$ cat src/rtl/trdb_packet_reader.sv
`default_nettype none
// +--------------------------------------------------------------------------+
// | trdb_packet_reader: reassembles trace packet words into one wide beat.   |
// | Revision: 1.0                                                            |
// +--------------------------------------------------------------------------+
module trdb_packet_reader #(
  parameter int MAX_WORDS = 4,
  parameter int CNT_W     = 16
) (
  input  logic                   clk_i,
  input  logic                   rst_i,
  input  logic                   clear_i,
  input  logic [31:0]            word_i,
  input  logic                   word_valid_i,
  output logic                   word_ready_o,
  output logic [32*MAX_WORDS-1:0] pkt_o,
  output logic [3:0]             pkt_words_o,
  output logic [1:0]             pkt_type_o,
  output logic                   pkt_valid_o,
  input  logic                   pkt_ready_i,
  output logic                   err_o,
  output logic [CNT_W-1:0]       pkt_cnt_o,
  output logic [CNT_W-1:0]       err_cnt_o
);

  localparam logic [3:0] c_max_words = 4'(MAX_WORDS);

  typedef enum logic [1:0] {S_HDR, S_COL, S_DROP, S_OUT} state_t;

  state_t                 r_state;
  logic [32*MAX_WORDS-1:0] r_pkt;
  logic [3:0]             r_words;
  logic [1:0]             r_type;
  logic                   r_valid;
  logic                   r_ready;
  logic                   r_err;
  logic [3:0]             r_idx;
  logic [3:0]             r_drop;
  logic [CNT_W-1:0]       r_pkt_cnt;
  logic [CNT_W-1:0]       r_err_cnt;

  logic       w_word_fire;
  logic [3:0] w_len;

  assign w_word_fire = word_valid_i && r_ready;
  assign w_len       = word_i[3:0];

  always_ff @(posedge clk_i) begin
    if (rst_i || clear_i) begin
      r_state   <= S_HDR;
      r_pkt     <= '0;
      r_words   <= '0;
      r_type    <= '0;
      r_valid   <= 1'b0;
      r_ready   <= 1'b1;
      r_err     <= 1'b0;
      r_idx     <= '0;
      r_drop    <= '0;
      r_pkt_cnt <= '0;
      r_err_cnt <= '0;
    end else begin
      r_err <= 1'b0;
      case (r_state)
        S_HDR: begin
          if (w_word_fire) begin
            if (w_len == 4'd0) begin
              r_err <= 1'b1;
              if (r_err_cnt != '1) r_err_cnt <= r_err_cnt + CNT_W'(1);
            end else if (w_len > c_max_words) begin
              r_err  <= 1'b1;
              if (r_err_cnt != '1) r_err_cnt <= r_err_cnt + CNT_W'(1);
              r_drop <= w_len - 4'd1;
              r_state <= S_DROP;
            end else begin
              // Zero-extending clears stale upper words from the previous packet.
              r_pkt   <= (32*MAX_WORDS)'(word_i);
              r_words <= w_len;
              r_type  <= word_i[5:4];
              r_idx   <= 4'd1;
              if (w_len == 4'd1) begin
                r_state <= S_OUT;
                r_valid <= 1'b1;
                r_ready <= 1'b0;
              end else begin
                r_state <= S_COL;
              end
            end
          end
        end
        S_COL: begin
          if (w_word_fire) begin
            for (int k = 1; k < MAX_WORDS; k++) begin
              if (r_idx == 4'(k)) r_pkt[32*k +: 32] <= word_i;
            end
            r_idx <= r_idx + 4'd1;
            if (r_idx == r_words - 4'd1) begin
              r_state <= S_OUT;
              r_valid <= 1'b1;
              r_ready <= 1'b0;
            end
          end
        end
        S_DROP: begin
          if (w_word_fire) begin
            if (r_drop == 4'd1) r_state <= S_HDR;
            else                r_drop  <= r_drop - 4'd1;
          end
        end
        S_OUT: begin
          if (pkt_ready_i) begin
            r_state <= S_HDR;
            r_valid <= 1'b0;
            r_ready <= 1'b1;
            if (r_pkt_cnt != '1) r_pkt_cnt <= r_pkt_cnt + CNT_W'(1);
          end
        end
        default: r_state <= S_HDR;
      endcase
    end
  end

  assign word_ready_o = r_ready;
  assign pkt_o        = r_pkt;
  assign pkt_words_o  = r_words;
  assign pkt_type_o   = r_type;
  assign pkt_valid_o  = r_valid;
  assign err_o        = r_err;
  assign pkt_cnt_o    = r_pkt_cnt;
  assign err_cnt_o    = r_err_cnt;

endmodule
`default_nettype wire

$ cat config.mk
export PLATFORM = sky130hd
export DESIGN_NAME = trdb_packet_reader
export DESIGN_NICKNAME = d
export VERILOG_FILES = /design/src/rtl/trdb_packet_reader.sv
export SDC_FILE = /design/constraint.sdc
export NUM_CORES = 1
export LEC_CHECK = 0
export BUFFER_PORTS_ARGS = -buffer_cell sky130_fd_sc_hd__buf_2
export CAP_MARGIN = 20
export CORE_MARGIN = 5
export CORE_UTILIZATION = 23
export DETAILED_ROUTE_END_ITERATION = 7
export GPL_ROUTABILITY_DRIVEN = 1
export HOLD_SLACK_MARGIN = 0.1
export PLACE_DENSITY = 0.39
export SYNTH_ARGS = -nofsm -noshare
export SYNTH_HDL_FRONTEND = slang
export SYNTH_SLANG_ARGS = --single-unit
$ cat constraint.sdc
create_clock -name clk_i -period 1.6 [get_ports clk_i]
set_input_delay 0.08 -clock clk_i [delete_from_list [all_inputs] [get_ports clk_i]]
set_output_delay 0.08 -clock clk_i [all_outputs]
set_load 0.1 [all_outputs]
======== Word level (Yosys, flattened, before mapping) ========
Index checks and enable logic that the tools add are counted.
word-level totals
  input bits .............................. 37
  output and inout bits ................... 169
  register bits ........................... 179
cells by class
  bitwise operators ....................... 4
  eq/ne operators ......................... 25
  order comparisons ....................... 1
  add/subtract/negate cells ............... 6
  mux-type cells .......................... 50
  reduce and logical (&&, ||, !) cells .... 19
operators with widths
  cell                                                                   number
  128-bit two-way mux                                                    3
  96-bit case mux with 2 select lines                                    1
  32-bit two-way mux                                                     3
  96-bit two-way mux                                                     1
  16-bit two-way mux                                                     3
  4-bit two-way mux                                                      9
  16-bit by 1-bit adder with 16-bit output, second input constant        2
  16-bit != test, second input constant                                  2
  2-bit != test, second input constant                                   14
  6-bit AND reduction                                                    4
  2-bit two-way mux                                                      9
  1-bit two-way mux                                                      16
  4-bit case mux with 2 select lines                                     2
  4-bit by 1-bit equality test with 1-bit output, second input constant  3
  4-bit by 1-bit subtractor with 4-bit output, second input constant     3
  4-bit by 2-bit equality test with 1-bit output, second input constant  2
  2-bit case mux with 4 select lines                                     1
  8-bit AND reduction                                                    1
  7-bit AND reduction                                                    1
  1-bit case mux with 3 select lines                                     2
  3-bit AND reduction                                                    2
  2-bit nonzero test                                                     3
  5-bit AND reduction                                                    1
  4-bit by 1-bit adder with 4-bit output, second input constant          1
  12 further kinds                                                       16

======== Logic depth before layout (Yosys ltp) ========
Gate-level depths: netlist (run 1).
  depth in word-level cells ............... 6
  mapped depth ............................ 9

======== Worst setup path before layout (run 1) ========
Ideal clock, no wire load.
  path type ............................... register to register
  from .................................... register r_err_cnt[0] (netlist: err_cnt_o[0])
  to ...................................... register r_err_cnt[7] (netlist: err_cnt_o[7])
  arrival time ............................ 2,323 ps
  buffers on the path ..................... 1
  data required time ...................... 1,472 ps
  setup time .............................. 128 ps
  slack ................................... -850 ps
  stages on the path, launching flop included .. 8
  cells stage by stage .................... dfxtp_1 -> ha_1 -> nand4_1 -> nor4_1 -> buf_2 -> nor3_1 -> xnor2_1 -> nor2_1
between the ends
  word-level cells in the longest chain between the ends .. 4
ends and longest elaborated chain
  item                                                                               RTL line  RTL
  start, declared                                                                    40        logic [CNT_W-1:0] r_err_cnt;
  start signal, assigned                                                             68        if (r_err_cnt != '1) r_err_cnt <= r_err_cnt + CNT_W'(1);
  start signal, assigned                                                             71        if (r_err_cnt != '1) r_err_cnt <= r_err_cnt + CNT_W'(1);
  16-bit by 1-bit adder with 16-bit output / 16-bit != test (equally long branches)  68, 71
  16-bit two-way mux (*)                                                             68, 71
  16-bit two-way mux                                                                 69        end else if (w_len > c_max_words) begin
  16-bit two-way mux (*)                                                             66        if (w_len == 4'd0) begin
Mark *: on every way between the ends. The rest lies on a longest branch, timed or not. The select of a mux whose other input is x is not followed.
A chain may end at the register's enable or synchronous reset.

======== Worst setup path after layout (run 1) ========
  from .................................... register r_state[0]
  to ...................................... register r_state[1]
between the ends
  word-level cells in the longest chain between the ends .. 3
ends and longest elaborated chain
  item                                         RTL line  RTL
  start, declared                              30        state_t r_state;
  start signal, assigned                       50        r_state <= S_HDR;
  start signal, assigned                       73        r_state <= S_DROP;
  start signal, assigned                       81        r_state <= S_OUT;
  2-bit equality test (tied with other cells)  63        case (r_state)
  2-bit != test (no source line)               -
  7-bit AND reduction (no source line)         -
Several ways; a longest one is shown, not always the timed one.

==> results of run 1 <==
-- critical path, stage by stage (launching register included) --
cell and delay [ns]:
dfxtp_4 0.37, buf_6 0.13, buf_6 0.11, buf_4 0.13
buf_4 0.13, nor4b_1 0.30, nor2_1 0.07, o21ai_0 0.18
nor3_1 0.08
-- per-layer routing --
| metal | track usage | vias up | part of all wire |
|---|---|---|---|
| li1 | - | 3434 | - |
| met1 | 0.184 | 3245 | 0.46 |
| met4 | 0.0343 | 2 | 0.010 |
| met5 | 0 | - | 0.00027 |
| met3 | 0.0327 | 14 | 0.048 |
| met2 | 0.209 | 173 | 0.48 |
-- through the flow --
stage / utilization / total power, W
2_1_floorplan: - / 0.00486
3_3_place_gp: 0.303 / 0.00516
3_5_place_dp: 0.303 / 0.00516
4_1_cts: 0.337 / 0.00944
5_1_grt: 0.379 / 0.00992
6_report: 0.379 / 0.00952
-- layout make-up --
| type | count | area [um2] | share of cell area |
|---|---|---|---|
| multi-input cells | 557 | 3830 | 0.342 |
| clock inverters | 14 | 150 | 0.0134 |
| inverters | 14 | 52.6 | 0.00468 |
| clock buffers | 17 | 425 | 0.0379 |
| flip-flops and latches | 173 | 3610 | 0.321 |
| well taps | 390 | 488 | 0.0435 |
| repair buffers | 344 | 2670 | 0.238 |
-- sequential cells by signal, summed over array words and instances (netlist names) --
register / count
r_idx: 4
pkt_valid_o: 1
pkt_o: 128
r_state: 2
word_ready_o: 1
err_cnt_o: 16
err_o: 1
pkt_cnt_o: 16
r_drop: 4
-- power breakdown --
part / switching, W / internal [W] / total [W]
logic: 0.000660 / 0.000444 / 0.00110
clock network: 0.00205 / 0.00208 / 0.00413
registers: 0.0000193 / 0.00427 / 0.00429
total: 0.00273 / 0.00679 / 0.00952
-- layout by cell type (no fill, tap or decap), drive strengths merged, types with 3 or more instances in the layout --
| cell type | netlist | final |
|---|---|---|
| a211oi | 3 | 3 |
| nor2 | 43 | 43 |
| mux2i | 4 | 4 |
| dlygate4sd3 | 0 | 32 |
| dfxtp | 173 | 173 |
| a31oi | 3 | 3 |
| and3 | 7 | 7 |
| xnor2 | 30 | 30 |
| nor4b | 4 | 4 |
| clkinv | 0 | 5 |
| inv | 14 | 21 |
| nand4 | 9 | 9 |
| nor3 | 24 | 24 |
| nand2 | 81 | 81 |
| nor3b | 5 | 5 |
| clkbuf | 34 | 30 |
| nand2b | 4 | 4 |
| nor2b | 3 | 3 |
| ha | 10 | 10 |
| a21oi | 44 | 44 |
| o21ai | 111 | 111 |
| buf | 32 | 299 |
| nand3 | 138 | 138 |
| nor4 | 9 | 9 |
| and2 | 4 | 4 |
-- kinds of logic (layout without fill, tap and decap cells) --
| family | Yosys count | count (layout) |
|---|---|---|
| AO/OA/AOI/OAI | 173 | 173 |
| XOR/XNOR | 32 | 32 |
| multiplexers | 4 | 4 |
| AND/OR/NAND/NOR | 338 | 338 |
| flip-flops | 173 | 173 |
| adder cells (fa/ha/maj) | 10 | 10 |
| buffers and inverters | 80 | 389 |
-- timing repair --
item / in CTS / in global routing
resized for setup: 13 / 224
gates cloned: 0 / 21
buffers inserted: 8 / 18
pin swaps: 13 / 62
setup endpoints to repair: 154 / 156
hold buffers: 32 / 0
endpoints found under the hold margin: 116 / 0
-- path summary, 6_finish.rpt --
path | from | end | slack (ns)
max | r_state[0] | r_state[1] | -0.03
min reg2reg | pkt_o[14] | pkt_o[14] | 0.45
max reg2reg | r_state[0] | r_state[1] | -0.03
min | clear_i | err_cnt_o[11] | 0.16
==> flow_summary.yaml, run 1 <==
placed_design:
  place_ws_ns: -0.227
  portBuffers: 205
  dp.cells: 1401
  gp_congestion: 0.747
  hpwl_um: 16600
  placed_cell_area_um2: 8970
finish:
  n_fill_cell: 3075
  antenna_cells: 0
  drive_gt1_frac: 0.479
  area_delta_synth_final_pct: 63.0
  finalInstanceArea_um2: 11200
  final_nets: 1154
  layoutNonFillerInstCount: 1509
logic_synthesis:
  yosys.area_share.adder: 0.0182
  yosys.area_share.simple: 0.239
  synthMuxAreaShare: 0.00581
  ys_top_cells_by_area: "dfxtp_1 (50%), nand3_1 (10%), o21ai_0 (7.5%)"
  ys_ff_latch: 173
  synth_common_cells: "dfxtp_1 (173), nand3_1 (138), o21ai_0 (103)"
  syn_nets: 857
  synth-compound-area-share: 0.138
  synth_cell_types: 49
  synthArstFlopShare: 0
  synth_top_family_by_area: "simple AND/OR/NAND/NOR gates"
  synth.most_common_cell: "dfxtp_1"
  syn_area_um2: 6890
  synth-edff-count: 0
  synth_top_flop_cell: "dfxtp_1"
  synth-xor-area-share: 0.0418
  syn_inst: 810
  synth-warning-count: 0
  synth.avg_cell_area_um2: 8.50
  seq_area_frac_synth: 0.503
  yosys.area.top_type: "dfxtp_1"
  netlist.area_leader.share: 0.503
clock_network:
  cts-root-buf: "clkbuf_16"
  path_clk_slew_ns: 0.08
  cts-buffers-inserted: 17
  clk_latency_ns: 0.44
  clockBufferDepth: 2
  htreeDepth: 4
  clkSinkCount: 173
  cts_tree: "yes"
outcome:
  outcome: "finished with violations"
  violations: "negative setup slack"
timing:
  max_freq_ghz: 0.613
  slew_viol_final: 0
  hold_violations: 0
  layout_setup_ws_ns: -0.0320
  setup_viol: 3
  finClkSkew_ns: 0.0106
  finalSetupTns_ns: -0.0389
  tightest_slew_ns: 0.532
  rsz0062_at_grt: "yes"
  final.period_utilization: 1.02
  max-slew-margin-rel: 0.648
  period_needed_ns: 1.63
  holdWs_ns: 0.157
die:
  core_um2: 29600
  die_area_um2: 33500
  rows: 63
  initial_core_util: 0.232
  die_y_um: 183
  die_w_um: 183
  io_pins: 206
drt:
  vias: 6868
  routed_wl_um: 26300
  routed_via_density: 4.55
  drtIter0Drc: 250
  drc: 0
  antenna_left: 0
  wire_per_inst_um: 17.5
  drtPass1Iterations: 4
hold_path:
  hold_path_class: "in -> reg"
  hold-path-cell-count: 4
flow_run:
  maxCapViolCount: 0
power:
  p_leak_nw: 4.41
  vdd_drop_max_mv: 0.584
  p_per_area_nw_per_um2: 848
grt:
  antenna_found_initial: 1
  grt_max_degree: 76
  grt_pass1_vias: 6338
  grt_pass1_wl_um: 35600
  grt-ovfl-total: 0
  grt_use_total: 0.133
worst_setup_path:
  crit_arrival_ns: 1.95
  cp_max_fo: 6
  start_kind: "flop"
  cp-end-kind: "flop"
  required_ns: 1.91
  path_class: "reg -> reg"
  r2r_cells: 8
Power figures use the tool's default switching activity.
==> run 2, diff against run 1 <==
Settings changed: ABC_AREA set to 1.
==> run 2 against run 1 <==
The flow still finishes with violations (negative setup slack). Hold slack got worse by 0.016 ns. Sequential share of layout area shrank 0.51 points. Sequential cell count is the same. Worst setup slack better by 0.027 ns. Synthesized cell count rose by 25%. Sequential power grew 4%. Non-clock buffer count is 10 lower. Clock skew is 0.00087 ns lower. Critical endpoint is now pkt_o[119]. Largest cell class unchanged. Largest power group unchanged. Highest routed layer is now met4.
==> flow_summary.yaml, run 2 <==
outcome:
  outcome: "finished with violations"
  violations: "negative setup slack"
grt:
  grt_pass1_wl_um: 41400
  grt-ovfl-total: 0
  grt_max_degree: 48
  grt_pass1_vias: 7276
  antenna_found_initial: 2
  grt_use_total: 0.146
logic_synthesis:
  synth.most_common_cell: "nor2_1"
  seq_area_frac_synth: 0.467
  synth_common_cells: "nor2_1 (196), dfxtp_1 (173), nand2_1 (143)"
  yosys.area_share.simple: 0.217
  synth-compound-area-share: 0.166
  synthMuxAreaShare: 0
  yosys.area_share.adder: 0.0169
  synth-warning-count: 0
  synth_cell_types: 32
  syn_area_um2: 7410
  synth-xor-area-share: 0.0343
  syn_inst: 1012
  synth-edff-count: 0
  ys_top_cells_by_area: "dfxtp_1 (47%), nor2_1 (9.9%), nand2_1 (7.2%)"
  yosys.area.top_type: "dfxtp_1"
  netlist.area_leader.share: 0.467
  syn_nets: 1059
  synthArstFlopShare: 0
  synth.avg_cell_area_um2: 7.32
  synth_top_family_by_area: "simple AND/OR/NAND/NOR gates"
  synth_top_flop_cell: "dfxtp_1"
  ys_ff_latch: 173
drt:
  routed_wl_um: 26800
  drtIter0Drc: 300
  vias: 7369
  routed_via_density: 4.27
  antenna_left: 0
  drc: 0
  wire_per_inst_um: 15.5
  drtPass1Iterations: 5
die:
  die_y_um: 190
  rows: 65
  io_pins: 206
  initial_core_util: 0.234
  die_area_um2: 35900
  core_um2: 31700
  die_w_um: 190
worst_setup_path:
  reg2reg_from: "r_state[1]"
  cpMaxStageDelayCell: "dlygate4sd3_1"
  required_ns: 1.98
  slowest_delay_ns: 0.53
  worst_path_most_repeated_cell: "nand2_1"
  cp_cell_sequence: "dlygate4sd3_1, buf_2, nand2_1, nand2_1, o21ai_4, nand3_4, nor2_4, buf_12, clkbuf_16, o21ai_1, nor2_1"
  cp_top_family: "buffers and inverters"
  reg2reg_to: "pkt_o[99]"
  crit_arrival_ns: 1.99
  start_kind: "primary input"
  path_class: "in -> reg"
  cp_max_fo: 18
  path_buf_inv: 4
  cp-end-kind: "flop"
  r2r_cells: 9
  r2r_setup_slack_ns: 0
finish:
  final_common_cell: "buf_2"
  area_delta_synth_final_pct: 52.4
  final_nets: 1356
  largest_reg_flops: 128
  drive_gt1_frac: 0.380
  n_fill_cell: 3392
  final_cell_mix: "buf_2 (205), nor2_1 (176), dfxtp_1 (136)"
  layoutNonFillerInstCount: 1726
placed_design:
  place_ws_ns: -0.182
  hpwl_um: 18300
  dp.cells: 1636
  portBuffers: 205
  gp_congestion: 0.795
hold_path:
  whs_endpoint: "r_drop[3]"
  hold-path-cell-count: 4
  hold_path_class: "in -> reg"
  min-delay-start: "word_i[3]"
clock_network:
  path_clk_slew_ns: 0.08
  cts-root-buf: "clkbuf_16"
  cts-buffers-inserted: 17
  clkSinkCount: 173
  htreeDepth: 4
  cts_tree: "yes"
  clockBufferDepth: 2
  clk_latency_ns: 0.45
power:
  p_leak_nw: 5.27
  total_power_w: 0.0112
  p_per_area_nw_per_um2: 996
  vdd_drop_max_mv: 0.694
timing:
  setup_viol: 8
  finalSetupTns_ns: -0.0220
  hold_violations: 0
  layout_setup_ws_ns: -0.00536
  holdWs_ns: 0.141
  final.period_utilization: 1.00
  finClkSkew_ns: 0.00977
  rsz0062_at_grt: "yes"
  tightest_slew_ns: 0.574
  max-slew-margin-rel: 0.620
  period_needed_ns: 1.61
  slew_viol_final: 0
  max_freq_ghz: 0.623
flow_run:
  maxCapViolCount: 0
## run 2: cell types whose count changed in the layout (fill, tap and decap cells not counted), moves of 26 or more
cell and delta:
a21oi_2 +29, o21ai_0 +46, nand2_4 +26, nor2_1 +136, inv_1 +82, nand3_2 -80
nand3_1 -32, a21oi_1 +28
## run 2: tightest hold or removal path: stages
cell and delay, ns:
buf_2 0.12, inv_1 0.09, o21ai_0 0.17, a31oi_1 0.08
## run 2: cells by family (layout without fill, tap and decap cells)
logic type | after synthesis | in the layout
fa+ha+maj | 10 | 10
compound gates | 243 | 243
simple gates | 393 | 393
buf+inv | 164 | 474
other cells | 0 | 2
flops | 173 | 173
xor+xnor | 29 | 29
## run 2: repair_timing
| item | 4_1_cts | 5_1_grt |
|---|---|---|
| cloned | 2 | 2 |
| endpoints found under the hold margin | 106 | 0 |
| buffers inserted | 5 | 12 |
| hold buffers | 35 | 0 |
| pin swaps | 4 | 46 |
| endpoints found under the setup margin | 43 | 146 |
| resized for setup | 14 | 159 |
## run 2: metal layers
layer  routed length [um]  track usage  part of all wire  vias up
li1                     -            -                 -     3825
met2                12300        0.235              0.46      156
met1                12000        0.182              0.45     3375
met3                 2250       0.0638             0.084       13
met4                  197       0.0292            0.0074        0
met5                    0            0                 0        -
## run 2: worst max-delay path by stage
stage | startpoint | end | slack (ns) | cells after the start
final | word_i[2] | pkt_o[119] | -0.005 | 11
after global routing | r_state[1] | pkt_o[11] | -0.10 | 9
after CTS | pkt_cnt_o[1] | pkt_cnt_o[15] | 0.001 | 10
after detailed placement | word_i[0] | pkt_o[92] | -0.18 | 13
after global placement | word_i[0] | pkt_o[92] | -0.17 | 13
after floorplan | err_cnt_o[0] | err_cnt_o[11] | -0.24 | 11
## run 2: metrics by stage
stage | utilization | instance area, um2
2_1_floorplan | - | 7600
3_3_place_gp | 0.301 | 9530
3_5_place_dp | 0.301 | 9530
4_1_cts | 0.335 | 10600
5_1_grt | 0.356 | 11300
6_report | 0.356 | 11300
## run 2: report_power, final
| group | switching, W | internal, W | total (W) |
|---|---|---|---|
| combinational | 0.00171 | 0.000612 | 0.00232 |
| sequential | 0.0000763 | 0.00440 | 0.00448 |
| clock | 0.00217 | 0.00228 | 0.00445 |
## run 2: final cells by class
class                           instances  area (um2)  area share
Clock buffer                           17         425      0.0377
Tap cell                              402         503      0.0445
Clock inverter                         15         193      0.0171
Timing Repair Buffer                  334        2430       0.215
Sequential cell                       173        3570       0.316
Inverter                              108         418      0.0370
Antenna cell                            2        5.00    0.000443
Multi-Input combinational cell        675        3750       0.332
